`src/rtl/serial_receiver_param.sv`:
```
// -----------------------------------------------------------------------------
// serial_receiver_param
//   UART-style serial receiver with a configurable frame format. Bits are
//   timed internally from the system clock (CLKS_PER_BIT clocks per bit) and
//   sampled at mid-bit. The start bit is re-checked at half a bit time, so
//   short low glitches on an idle line are ignored. Each completed frame is
//   offered to a one-entry holding register with a valid/ack handshake.
//
// Parameters
//   CLKS_PER_BIT  system clocks per serial bit (>= 4)
//   DATA_BITS     payload bits per frame, LSB first (5..9)
//   PARITY_MODE   0 = none, 1 = even, 2 = odd
//   STOP_BITS     stop bits checked (1..2)
//
// Ports
//   bounderClock      in   system clock, rising edge
//   reset             in   asynchronous, active-low reset
//   rxbit             in   serial line, idle high, asynchronous
//   in_ack            in   consumer accepts dataout this cycle
//   dataout           out  payload from the holding register
//   OUT_STATUS_READY  out  holding register valid
//   parity_err        out  parity mismatch on the held frame
//   frame_err         out  a stop bit was sampled low on the held frame
//   overrun           out  sticky: a frame was dropped while the holder was full
// -----------------------------------------------------------------------------
module serial_receiver_param #(
    parameter int CLKS_PER_BIT = 16,
    parameter int DATA_BITS    = 8,
    parameter int PARITY_MODE  = 0,
    parameter int STOP_BITS    = 1
) (
    input  logic                 bounderClock,
    input  logic                 reset,
    input  logic                 rxbit,
    input  logic                 in_ack,
    output logic [DATA_BITS-1:0] dataout,
    output logic                 OUT_STATUS_READY,
    output logic                 parity_err,
    output logic                 frame_err,
    output logic                 overrun
);

    localparam int CW = $clog2(CLKS_PER_BIT);
    localparam int BW = $clog2(DATA_BITS + 1);

    localparam logic [CW-1:0] CNT_HALF   = CW'(CLKS_PER_BIT / 2 - 1);
    localparam logic [CW-1:0] CNT_FULL   = CW'(CLKS_PER_BIT - 1);
    localparam logic [BW-1:0] LAST_DATA  = BW'(DATA_BITS - 1);
    localparam logic [BW-1:0] LAST_STOP  = BW'(STOP_BITS - 1);
    localparam logic          ODD_PARITY = (PARITY_MODE == 2);
    localparam logic          HAS_PARITY = (PARITY_MODE != 0);

    typedef enum logic [2:0] {
        S_IDLE     = 3'd0,
        S_START    = 3'd1,
        S_DATA     = 3'd2,
        S_PARITY   = 3'd3,
        S_STOP     = 3'd4,
        S_LOAD     = 3'd5,
        S_BRK_WAIT = 3'd6
    } state_t;

    // True when payload plus received parity bit disagree with the configured sense.
    function automatic logic parity_bad(input logic [DATA_BITS-1:0] payload,
                                        input logic                 sample);
        return ((^payload) ^ sample) != ODD_PARITY;
    endfunction

    logic                 sync1_q, sync1_d;
    logic                 sync2_q, sync2_d;
    logic                 rx_s;
    state_t               state_q, state_d;
    logic [CW-1:0]        clk_cnt_q, clk_cnt_d;
    logic [BW-1:0]        bit_cnt_q, bit_cnt_d;
    logic [DATA_BITS-1:0] shreg_q, shreg_d;
    logic                 par_bad_q, par_bad_d;
    logic                 fr_bad_q, fr_bad_d;
    logic [DATA_BITS-1:0] dout_q, dout_d;
    logic                 rdy_q, rdy_d;
    logic                 perr_q, perr_d;
    logic                 ferr_q, ferr_d;
    logic                 ovr_q, ovr_d;
    logic                 load_s;
    logic                 ack_s;

    // Two-flop synchroniser path for the asynchronous serial line.
    always_comb begin
        sync1_d = rxbit;
        sync2_d = sync1_q;
    end

    assign rx_s = sync2_q;

    // Next-state and bit-timing logic of the frame receiver.
    always_comb begin
        state_d   = state_q;
        clk_cnt_d = clk_cnt_q + CW'(1);
        bit_cnt_d = bit_cnt_q;
        shreg_d   = shreg_q;
        par_bad_d = par_bad_q;
        fr_bad_d  = fr_bad_q;
        case (state_q)
            S_IDLE: begin
                clk_cnt_d = '0;
                if (!rx_s) begin
                    state_d   = S_START;
                    par_bad_d = 1'b0;
                    fr_bad_d  = 1'b0;
                end else begin
                    state_d = S_IDLE;
                end
            end
            S_START: begin
                // Half a bit in: a line that is high again was only a glitch.
                if (clk_cnt_q == CNT_HALF) begin
                    clk_cnt_d = '0;
                    bit_cnt_d = '0;
                    state_d   = rx_s ? S_IDLE : S_DATA;
                end else begin
                    state_d = S_START;
                end
            end
            S_DATA: begin
                if (clk_cnt_q == CNT_FULL) begin
                    clk_cnt_d = '0;
                    // Line order is LSB first, so shifting in at the top
                    // leaves bit 0 in shreg[0] after the last sample.
                    shreg_d   = {rx_s, shreg_q[DATA_BITS-1:1]};
                    if (bit_cnt_q == LAST_DATA) begin
                        bit_cnt_d = '0;
                        state_d   = HAS_PARITY ? S_PARITY : S_STOP;
                    end else begin
                        bit_cnt_d = bit_cnt_q + BW'(1);
                    end
                end else begin
                    state_d = S_DATA;
                end
            end
            S_PARITY: begin
                if (clk_cnt_q == CNT_FULL) begin
                    clk_cnt_d = '0;
                    par_bad_d = parity_bad(shreg_q, rx_s);
                    state_d   = S_STOP;
                end else begin
                    state_d = S_PARITY;
                end
            end
            S_STOP: begin
                if (clk_cnt_q == CNT_FULL) begin
                    clk_cnt_d = '0;
                    if (!rx_s) begin
                        fr_bad_d = 1'b1;
                    end else begin
                        fr_bad_d = fr_bad_q;
                    end
                    if (bit_cnt_q == LAST_STOP) begin
                        bit_cnt_d = '0;
                        state_d   = S_LOAD;
                    end else begin
                        bit_cnt_d = bit_cnt_q + BW'(1);
                    end
                end else begin
                    state_d = S_STOP;
                end
            end
            S_LOAD: begin
                clk_cnt_d = '0;
                // After a framing error the line may still be held low (break);
                // wait for it to go idle so the break yields only one frame.
                state_d   = fr_bad_q ? S_BRK_WAIT : S_IDLE;
            end
            S_BRK_WAIT: begin
                clk_cnt_d = '0;
                if (rx_s) begin
                    state_d = S_IDLE;
                end else begin
                    state_d = S_BRK_WAIT;
                end
            end
            default: begin
                clk_cnt_d = '0;
                bit_cnt_d = '0;
                state_d   = S_IDLE;
            end
        endcase
    end

    assign load_s = (state_q == S_LOAD);
    assign ack_s  = in_ack && rdy_q;

    // Holding register, valid/ack handshake and sticky overrun.
    always_comb begin
        dout_d = dout_q;
        rdy_d  = rdy_q;
        perr_d = perr_q;
        ferr_d = ferr_q;
        ovr_d  = ovr_q;
        if (load_s) begin
            // An ack in the LOAD cycle frees the holder for the new frame.
            if (!rdy_q || in_ack) begin
                dout_d = shreg_q;
                perr_d = par_bad_q;
                ferr_d = fr_bad_q;
                rdy_d  = 1'b1;
                ovr_d  = ack_s ? 1'b0 : ovr_q;
            end else begin
                ovr_d = 1'b1;
            end
        end else if (ack_s) begin
            rdy_d = 1'b0;
            ovr_d = 1'b0;
        end else begin
            rdy_d = rdy_q;
        end
    end

    // Synchroniser and receiver state registers.
    always_ff @(posedge bounderClock or negedge reset) begin
        if (!reset) begin
            sync1_q   <= 1'b1;
            sync2_q   <= 1'b1;
            state_q   <= S_IDLE;
            clk_cnt_q <= '0;
            bit_cnt_q <= '0;
            shreg_q   <= '0;
            par_bad_q <= 1'b0;
            fr_bad_q  <= 1'b0;
        end else begin
            sync1_q   <= sync1_d;
            sync2_q   <= sync2_d;
            state_q   <= state_d;
            clk_cnt_q <= clk_cnt_d;
            bit_cnt_q <= bit_cnt_d;
            shreg_q   <= shreg_d;
            par_bad_q <= par_bad_d;
            fr_bad_q  <= fr_bad_d;
        end
    end

    // Output holding registers.
    always_ff @(posedge bounderClock or negedge reset) begin
        if (!reset) begin
            dout_q <= '0;
            rdy_q  <= 1'b0;
            perr_q <= 1'b0;
            ferr_q <= 1'b0;
            ovr_q  <= 1'b0;
        end else begin
            dout_q <= dout_d;
            rdy_q  <= rdy_d;
            perr_q <= perr_d;
            ferr_q <= ferr_d;
            ovr_q  <= ovr_d;
        end
    end

    assign dataout          = dout_q;
    assign OUT_STATUS_READY = rdy_q;
    assign parity_err       = perr_q;
    assign frame_err        = ferr_q;
    assign overrun          = ovr_q;

endmodule

```
`config.mk`:
```
export PLATFORM = sky130hd
export DESIGN_NAME = serial_receiver_param
export DESIGN_NICKNAME = d
export VERILOG_FILES = /design/src/rtl/serial_receiver_param.sv
export SDC_FILE = /design/constraint.sdc
export NUM_CORES = 1
export LEC_CHECK = 0
export BUFFER_PORTS_ARGS = -buffer_cell sky130_fd_sc_hd__buf_4
export CORE_ASPECT_RATIO = 0.5
export CORE_MARGIN = 8
export CORE_UTILIZATION = 45
export DETAILED_ROUTE_END_ITERATION = 10
export GPL_TIMING_DRIVEN = 0
export PLACE_DENSITY = 0.73
export SLEW_MARGIN = 20
export SYNTH_ARGS = -nofsm -noshare
export SYNTH_HDL_FRONTEND = slang
export SYNTH_SLANG_ARGS = --single-unit
```
`constraint.sdc`:
```
create_clock -name bounderClock -period 2.9 [get_ports bounderClock]
set_input_delay 0.435 -clock bounderClock [delete_from_list [all_inputs] [get_ports bounderClock]]
set_output_delay 0.435 -clock bounderClock [all_outputs]
set_load 0.01 [all_outputs]
```
==> run metrics, run 1 <==
die height=59.5 um; fin crit share=67.1%; Crit. End Element=register; leakage dissipation=0.973 nW; Hold-fix buffers, CTS=0; Setup WS post-layout=approximately 0.95 ns; # diodes=0; antenna violations before repair=0; Worst Max-Slew Pin Slew=0.656 ns; Yosys reg bits=35; Final Cell Area=1990 um^2; Initial Util=48.3%; Async SR Flop Fraction=100%; FP Rows=15; Slew Viols, Final=0; Setup crit start=clk_cnt_q[0]; sw power=between 0.0004 and 0.0005 W; Final nets=178; Hold Path Class=input port to asynchronous set/reset pin; H-tree level count=2; share of total power in sequential cells=43.0%; Via density=~5.3; YS warnings=0; clk_skew=0.00872 ns; Comb pwr share=27.8%; startpoint class of the critical path=register; Data required, critical path=about 3.1 ns; RR Startpoint=clk_cnt_q[0]; max_cap viols=0; CTS tree=yes; Sink Count=35; largest net degree at the start of global routing=36; vias in the first global route=1153; Total Wirelength=3140 um; die area=6140 um^2; Max-slew headroom=56.3%; most common cell after layout, fill and taps aside=dfrtp_1; Worst Path Arrival=2.12 ns; Setup WS pre-CTS=~0.98 ns; routed len/inst=14.1 um; commonest non-fill, non-tap cells in the layout=dfrtp_1 (33), mux2_2 (18), buf_4 (16); Ports=16; DIE WIDTH=103 um; antenna-violating nets left=0; worst skew pair latency=0.29 ns; RSZ-0062 raised after global routing=false; CP Class=register to register; Mapped Nets=between 150 and 200; Placed Instance Area=roughly 1900 um^2; first-pass GRT wire length=5360 um; Seq/Total Area, Yosys=roughly half; Pint=0.000993 W; number of synthesized flops with an enable pin=0; clock period minus worst slack=between 1.5 and 2 ns; Main synth FF type=dfrtp_1; routed vias=~1200; CTS max path bufs=2; Syn Inst Count=149; Post-CTS Setup Bufs=0; sw frac=approximately a third; Setup TNS Final=0 ns; status=finished clean; CTS clock-pin slew for the worst setup and hold paths=around 0.080 ns; synthesis-to-layout area growth=16.8%; power per standard cell area=744 nW/um^2; Critical Path Fanout Max=9; IO buf count=15; Congestion Overflow GR=0; Placer Congestion=0.828; post-synthesis cell type count=41; Synth Area per Inst=~11 um^2; Final setup viols=0; share of cells above drive strength 1=27.9%; clock root cell=clkbuf_8; Fin. Hold Viols=0; iteration count of the initial detailed-routing pass=4; drt drc=0; Mapped Area=1710 um^2; Num CTS Buffers=5; GRT Util Overall=11.2%; FMAX=between 500 and 600 MHz; hpwl dp=2210 um; core area=3530 um^2; cells resized by post-CTS repair=0; clock network power share=between 20% and 30%; Peak VDD IR=0.339 mV; drt initial violations=51
critical path: stages, from the launching register on:
cell,delay [ns]
dfrtp_1,0.37
ha_1,0.25
and3_1,0.17
clkbuf_1,0.25
nand3_1,0.39
mux2_2,0.39
metal layers:
metal	wire (um)	GRT usage, %	up-vias
met1	1480	14.0	580
li1	-	-	576
met5	0	0	-
met2	1480	17.0	27
met3	123	3.28	5
met4	49	6.72	0
metrics by stage:
step	utilization (%)	total power, W	hold WS [ns]	cells
after CTS	56.5	0.00149	0.0951	223
after global placement	53.3	0.00104	0.348	215
after detailed placement	53.3	0.00105	0.348	215
after global routing	56.5	0.00157	0.109	223
after floorplan	-	0.000943	0.139	149
final	56.5	0.00148	0.0831	223
Yosys cell counts, types with 3 or more instances:
library cell   n  area, um^2
dfrtp_1       33         826
mux2_2        18         203
nor2_1        10        37.5
inv_1          7        26.3
o21ai_0        7        35.0
a21oi_1        6        30.0
nand2_1        6        22.5
nand3_1        6        30.0
xnor2_1        5        43.8
clkbuf_1       4        15.0
nor2b_1        4        25.0
a21o_1         3        22.5
ha_1           3        37.5
nand3b_1       3        22.5
xor2_1         3        26.3
power groups by stage:
stage	clock, W	sequential, W	combinational (W)
4_1_cts	0.000441	0.000635	0.000412
2_1_floorplan	0	0.000630	0.000313
5_1_grt	0.000462	0.000645	0.000468
6_report	0.000433	0.000637	0.000412
3_5_place_dp	0	0.000645	0.000408
3_3_place_gp	0	0.000641	0.000398
sequential cells by signal (all words and copies together) (netlist names), 3 cells and up:
signal,flops
state_q,3
dataout,8
clk_cnt_q,4
shreg_q,8
bit_cnt_q,4
final cells by class:
type | count | area, um^2
clock buffers | 6 | 72.6
multi-input cells | 102 | 778
well taps | 51 | 63.8
repair buffers | 15 | 113
fillers | 313 | 1540
plain buffers | 5 | 22.5
inverters | 7 | 26.3
flip-flops and latches | 35 | 878
clock inverters | 2 | 37.5
path summary, 6_finish.rpt:
kind	endpoint	slack, ns	cells past startpoint
setup / recovery	shreg_q[0]	0.95	5
hold / removal	dataout[3]	0.08	1
min in group bounderClock	sync1_q	0.26	1
hold reg to reg	rx_s	0.36	0
setup reg to reg	shreg_q[0]	0.95	5
max in group asynchronous	rx_s	2.47	1
logic make-up (layout without fill, tap and decap cells):
group                    count (synthesis)  count (layout)  share of synthesized area [%]
adder cells (fa/ha/maj)                  3               3                           2.20
AO/OA/AOI/OAI                           29              29                           12.3
buffers and inverters                   12              35                           2.86
AND/OR/NAND/NOR                         42              42                           13.3
flip-flops                              35              35                           51.5
XOR/XNOR                                 9               9                           5.43
multiplexers                            19              19                           12.5
No activity file was read; power rests on OpenSTA's default activity.
==> run 2, diff against run 1 <==
==> constraint.sdc (replaced) <==
create_clock -name bounderClock -period 1.9 [get_ports bounderClock]
set_input_delay 0.285 -clock bounderClock [delete_from_list [all_inputs] [get_ports bounderClock]]
set_output_delay 0.285 -clock bounderClock [all_outputs]
set_load 0.01 [all_outputs]
==> run metrics, run 2 (synthesis results as in run 1) <==
hold depth=1; hpwl dp=2210 um (unchanged); die area=6140 um^2 (unchanged); Setup crit start=clk_cnt_q[0]; Reg2Reg Depth=5 (unchanged); Worst Path Arrival=1.95 ns (-0.17 ns); routed len/inst=14.2 um (+0.70%); RSZ-0062 raised after global routing=false; Final setup viols=0 (unchanged); startpoint class of the critical path=register; Placer Congestion=0.828 (unchanged); Sink Count=35 (unchanged); Data required, critical path=2.07 ns (-1.00 ns); CP Class=register to register; FMAX=562 MHz (+9.4%); Post-CTS Setup Bufs=0 (unchanged); CTS max path bufs=2 (unchanged); core area=3530 um^2 (unchanged); Critical Path Fanout Max=6 (-3); RR Startpoint=clk_cnt_q[0]; clock period minus worst slack=1.78 ns (-0.168 ns); fin crit share=93.6% (+27 points); Num CTS Buffers=5 (unchanged); Slew Viols, Final=0 (unchanged); antenna-violating nets left=0 (unchanged); die height=59.5 um (unchanged); commonest non-fill, non-tap cells in the layout=dfrtp_1 (33), mux2_2 (18), buf_4 (16); fill cell count=312 (-0.32%); leakage dissipation=0.976 nW (+0.31%); max_cap viols=0 (unchanged); clock network power share=29.1% (about the same); clock root cell=clkbuf_8; Ports=16 (unchanged); vias in the first global route=1160 (+0.61%); Congestion Overflow GR=0 (unchanged); sw frac=33.2% (+0.27 points); clk_skew=0.00866 ns (-0.0000640 ns); sw power=0.000757 W (+55%); Fin. Hold Viols=0 (unchanged); iteration count of the initial detailed-routing pass=4 (unchanged); CTS tree=yes; Via density=5.35 (+0.51%); hold_ws=0.106 ns (+0.0225 ns); antenna violations before repair=0 (unchanged); status=finished clean; GRT Util Overall=11.2% (-0.025 points); H-tree level count=2 (unchanged); final core utilization=56.9% (+0.43 points); IO buf count=15 (unchanged); CTS clock-pin slew for the worst setup and hold paths=0.07 ns (about the same); Total Wirelength=3160 um (+0.70%); drt drc=0 (unchanged); power per standard cell area=1130 nW/um^2 (+52%); # diodes=0 (unchanged); largest net degree at the start of global routing=36 (unchanged); FP Rows=15 (unchanged); share of cells above drive strength 1=29.1% (+1.2 points); Power Total=0.00228 W (+54%); Crit. End Element=register; worst hold start=rxbit; worst skew pair latency=0.29 ns (about the same); routed vias=1194 (+0.51%); Max-slew headroom=56.5% (+0.28 points); Peak VDD IR=0.521 mV (+54%); drt initial violations=39 (-24%); Comb pwr share=28.2% (+0.4 points); Final nets=178 (unchanged); Hold Path Class=input port to register; share of total power in sequential cells=42.6% (-0.4 points); most common cell after layout, fill and taps aside=dfrtp_1; synthesis-to-layout area growth=17.7%; Initial Util=48.3% (unchanged); Pint=0.00152 W (+53%); DIE WIDTH=103 um (unchanged); Worst Max-Slew Pin Slew=0.652 ns (-0.00421 ns); first-pass GRT wire length=5350 um (-0.13%)
[run 2: changes by cell type in the layout (fill, tap and decap cells not counted)]
cell / change
nand3_1: -1
clkbuf_1: -1
a21oi_2: +1
a21oi_1: -1
dlygate4sd3_1: +1
nand3_2: +1
[run 2: layout make-up]
cell class | count | area [um^2] | share of cell area, %
timing repair buffer | 16 | 123 | 6.11
inverter | 7 | 26.3 | 1.31
sequential | 35 | 878 | 43.8
multi-input combinational | 102 | 787 | 39.2
clock buffer | 6 | 72.6 | 3.62
tap | 51 | 63.8 | 3.18
buffer | 4 | 18.8 | 0.935
clock inverter | 2 | 37.5 | 1.87
[run 2: what timing repair did]
action | in CTS | in global routing
hold buffers | 1 | 0
gates cloned | 0 | 0
hold endpoints to repair | 33 | 0
endpoints found under the setup margin | 7 | 8
resized for setup | 1 | 1
[run 2: per-layer routing]
| metal | global-route usage, % | vias to the layer above | part of all wire (%) |
|---|---|---|---|
| met2 | 17.0 | 23 | 48 |
| met3 | 3.28 | 5 | 4.0 |
| met5 | 0 | - | 0 |
| li1 | - | 582 | - |
| met1 | 13.9 | 584 | 46 |
| met4 | 6.72 | 0 | 1.6 |
[run 2: stage by stage]
stage	TNS [ns]	instances	instance area, um^2	setup slack (ns)
after floorplan	0	149	1710	0.201
after global placement	-0.0179	215	1880	-0.00465
after detailed placement	-0.102	215	1880	-0.0197
after CTS	0	224	2010	0.0258
after global routing	0	223	2010	0.0115
final	0	223	2010	0.121
[run 2: worst max-delay path: stages, from the launching register on]
cell and delay, ns:
dfrtp_1 0.40, ha_1 0.26, and3_1 0.25, nand3_1 0.19, and3_4 0.24, mux2_2 0.33
[run 2: final timing paths]
| check | end | slack [ns] |
|---|---|---|
| hold / removal | sync1_q | 0.11 |
| setup / recovery | bit_cnt_q[1] | 0.12 |
| max in group asynchronous | rx_s | 1.06 |
| min in group asynchronous | dataout[3] | 0.49 |
| hold reg to reg | rx_s | 0.36 |
| setup reg to reg | bit_cnt_q[1] | 0.12 |
[run 2: power groups by stage]
stage / registers, W / clock network, W / logic [W]
floorplan: 0.000962 / 0 / 0.000477
global placement: 0.000978 / 0 / 0.000607
detailed placement: 0.000984 / 0 / 0.000623
CTS: 0.000970 / 0.000673 / 0.000634
global route: 0.000984 / 0.000705 / 0.000726
finish: 0.000970 / 0.000663 / 0.000643
==> run 3, diff against run 2 <==
--- a/config.mk
+++ b/config.mk
@@ -7,10 +7,8 @@
 export LEC_CHECK = 0
 export BUFFER_PORTS_ARGS = -buffer_cell sky130_fd_sc_hd__buf_4
 export CORE_ASPECT_RATIO = 0.5
-export CORE_MARGIN = 8
 export CORE_UTILIZATION = 45
 export DETAILED_ROUTE_END_ITERATION = 10
-export GPL_TIMING_DRIVEN = 0
 export PLACE_DENSITY = 0.73
 export SLEW_MARGIN = 20
 export SYNTH_ARGS = -nofsm -noshare
==> run metrics, run 3 (synthesis results as in run 1) <==
final std cells w/o fill=226 (+1.3%); core area=3530 um^2 (unchanged); Ports=16 (unchanged); iteration count of the initial detailed-routing pass=4 (unchanged); status=finished clean; CP bufs+invs=1 (+1); CP cell instances=inv_1 -> ha_1 -> or3b_2 -> nand2_1 -> a21oi_1 -> o41ai_1; dpl cells=217 (+0.93%); Critical Path Fanout Max=5 (-1); Max stage delay on crit path=0.47 ns (+0.07 ns); CTS max path bufs=2 (unchanged); Reg2Reg Depth=6 (+1); synthesis-to-layout area growth=19.4%; slowest CP cell=or3b_2; fill cell count=308 (-1.3%); worst skew pair latency=0.29 ns (about the same); Crit. End Element=register; routed vias=1162 (-2.7%); largest net degree at the start of global routing=36 (unchanged); FP Rows=15 (unchanged); Final setup viols=0 (unchanged); first-pass GRT wire length=4820 um (-10%); Power Total=0.00230 W (+1.2%); clk_skew=0.00613 ns (-0.00253 ns); RR Startpoint=bit_cnt_q[0]; vias in the first global route=1050 (-9.5%); antenna-violating nets left=0 (unchanged); fin crit share=92.9% (-0.72 points); IO buf count=15 (unchanged); Placer Congestion=0.871 (+5.1%); DIE WIDTH=89.1 um (-14%); met2 usage=25.7% (+8.7 points); Fin. Hold Viols=0 (unchanged); commonest non-fill, non-tap cells in the layout=dfrtp_1 (33), buf_4 (22), mux2_2 (18); clock root cell=clkbuf_8; Peak VDD IR=0.515 mV (-1.2%); busiest layer in global routing=met2; die area=4050 um^2 (-34%); Initial Util=48.3% (unchanged); routed len/inst=13.1 um (-7.5%); FMAX=566 MHz (+0.77%); hold depth=1 (unchanged); RSZ-0062 raised after global routing=false; Hold Path Class=input port to register; hpwl dp=2130 um (-3.8%); share of cells above drive strength 1=31.4% (+2.4 points); H-tree level count=2 (unchanged); GRT Util Overall=16.7% (+5.5 points); drt drc=0 (unchanged); Total Wirelength=2960 um (-6.3%); Worst Path Arrival=1.94 ns (about the same); die height=45.5 um (-24%); CTS tree=yes; Sink Count=35 (unchanged); clock period minus worst slack=1.77 ns (-0.0136 ns); # diodes=0 (unchanged); max_cap viols=0 (unchanged); Via density=5.14 (-4.0%); Worst Max-Slew Pin Slew=0.446 ns (-0.206 ns); Data required, critical path=2.08 ns (about the same); Post-CTS Setup Bufs=0 (unchanged); power per standard cell area=1130 nW/um^2 (-0.22%); antenna violations before repair=0 (unchanged); Num CTS Buffers=5 (unchanged); FF-to-FF setup slack=0.13 ns (about the same); CP Class=register to register; Congestion Overflow GR=0 (unchanged); final core utilization=57.7% (+0.82 points); Setup TNS Final=0 ns (unchanged); CTS clock-pin slew for the worst setup and hold paths=0.07 ns (about the same); startpoint class of the critical path=register; drt initial violations=126 (+220%); met1 usage=22.8% (+8.9 points); Max-slew headroom=70.0% (+13 points); Final nets=181 (+1.7%); Reg-to-Reg End=state_q[2]; leakage dissipation=1.00 nW (+2.6%); most common cell after layout, fill and taps aside=dfrtp_1; WHS Endpoint=sync1_q; GR Util met3=5.43% (+2.2 points); CP top delay family=simple AND/OR/NAND/NOR gates; Slew Viols, Final=0 (unchanged); worst hold start=rxbit
[run 3: changes by cell type in the layout (fill, tap and decap cells not counted)]
cell      previous run  this run
clkbuf_1             4         1
buf_4               16        22
nand3_2              1         0
nand3_1              5         6
[run 3: power by group]
part,leakage (nW),internal [W],total [W],switching [W]
clock network,0.0514,0.000391,0.000666,0.000275
logic,0.484,0.000299,0.000677,0.000378
registers,0.467,0.000860,0.000960,0.000100
total,1.00,0.00155,0.00230,0.000753
[run 3: repair_timing]
action / 4_1_cts / 5_1_grt
setup endpoints to repair: 0 / 1
endpoints found under the hold margin: 33 / 0
hold buffers: 1 / 0
resized for setup: 0 / 1
[run 3: worst max path at each step]
stage	startpoint	to	slack [ns]	depth (start not counted)
final	bit_cnt_q[0]	state_q[2]	0.13	6
after global routing	bit_cnt_q[0]	state_q[2]	0.05	6
after CTS	bit_cnt_q[0]	bit_cnt_q[2]	0.11	6
after detailed placement	bit_cnt_q[0]	bit_cnt_q[2]	0.11	6
after global placement	bit_cnt_q[0]	bit_cnt_q[2]	0.17	6
after floorplan	bit_cnt_q[0]	bit_cnt_q[2]	0.20	6
[run 3: layer usage]
metal | up-vias | share of wire [%]
li1 | 583 | -
met1 | 549 | 52
met2 | 26 | 43
met3 | 4 | 4.4
met4 | 0 | 1.2
met5 | - | 0
[run 3: stage by stage]
step / worst slack (ns) / hold WS (ns) / instance area, um^2
floorplan: 0.201 / -0.0106 / 1710
global placement: 0.169 / 0.259 / 1910
CTS: 0.107 / 0.0945 / 2030
detailed placement: 0.105 / 0.261 / 1910
global route: 0.0519 / 0.0909 / 2040
finish: 0.134 / 0.0999 / 2040
[run 3: layout make-up]
class / instances / area (um^2) / area share (%)
clock buffers: 6 / 72.6 / 3.56
clock inverters: 2 / 37.5 / 1.84
inverters: 7 / 26.3 / 1.29
multi-input cells: 102 / 782 / 38.4
flip-flops and latches: 35 / 878 / 43.1
well taps: 51 / 63.8 / 3.13
repair buffers: 23 / 175 / 8.60
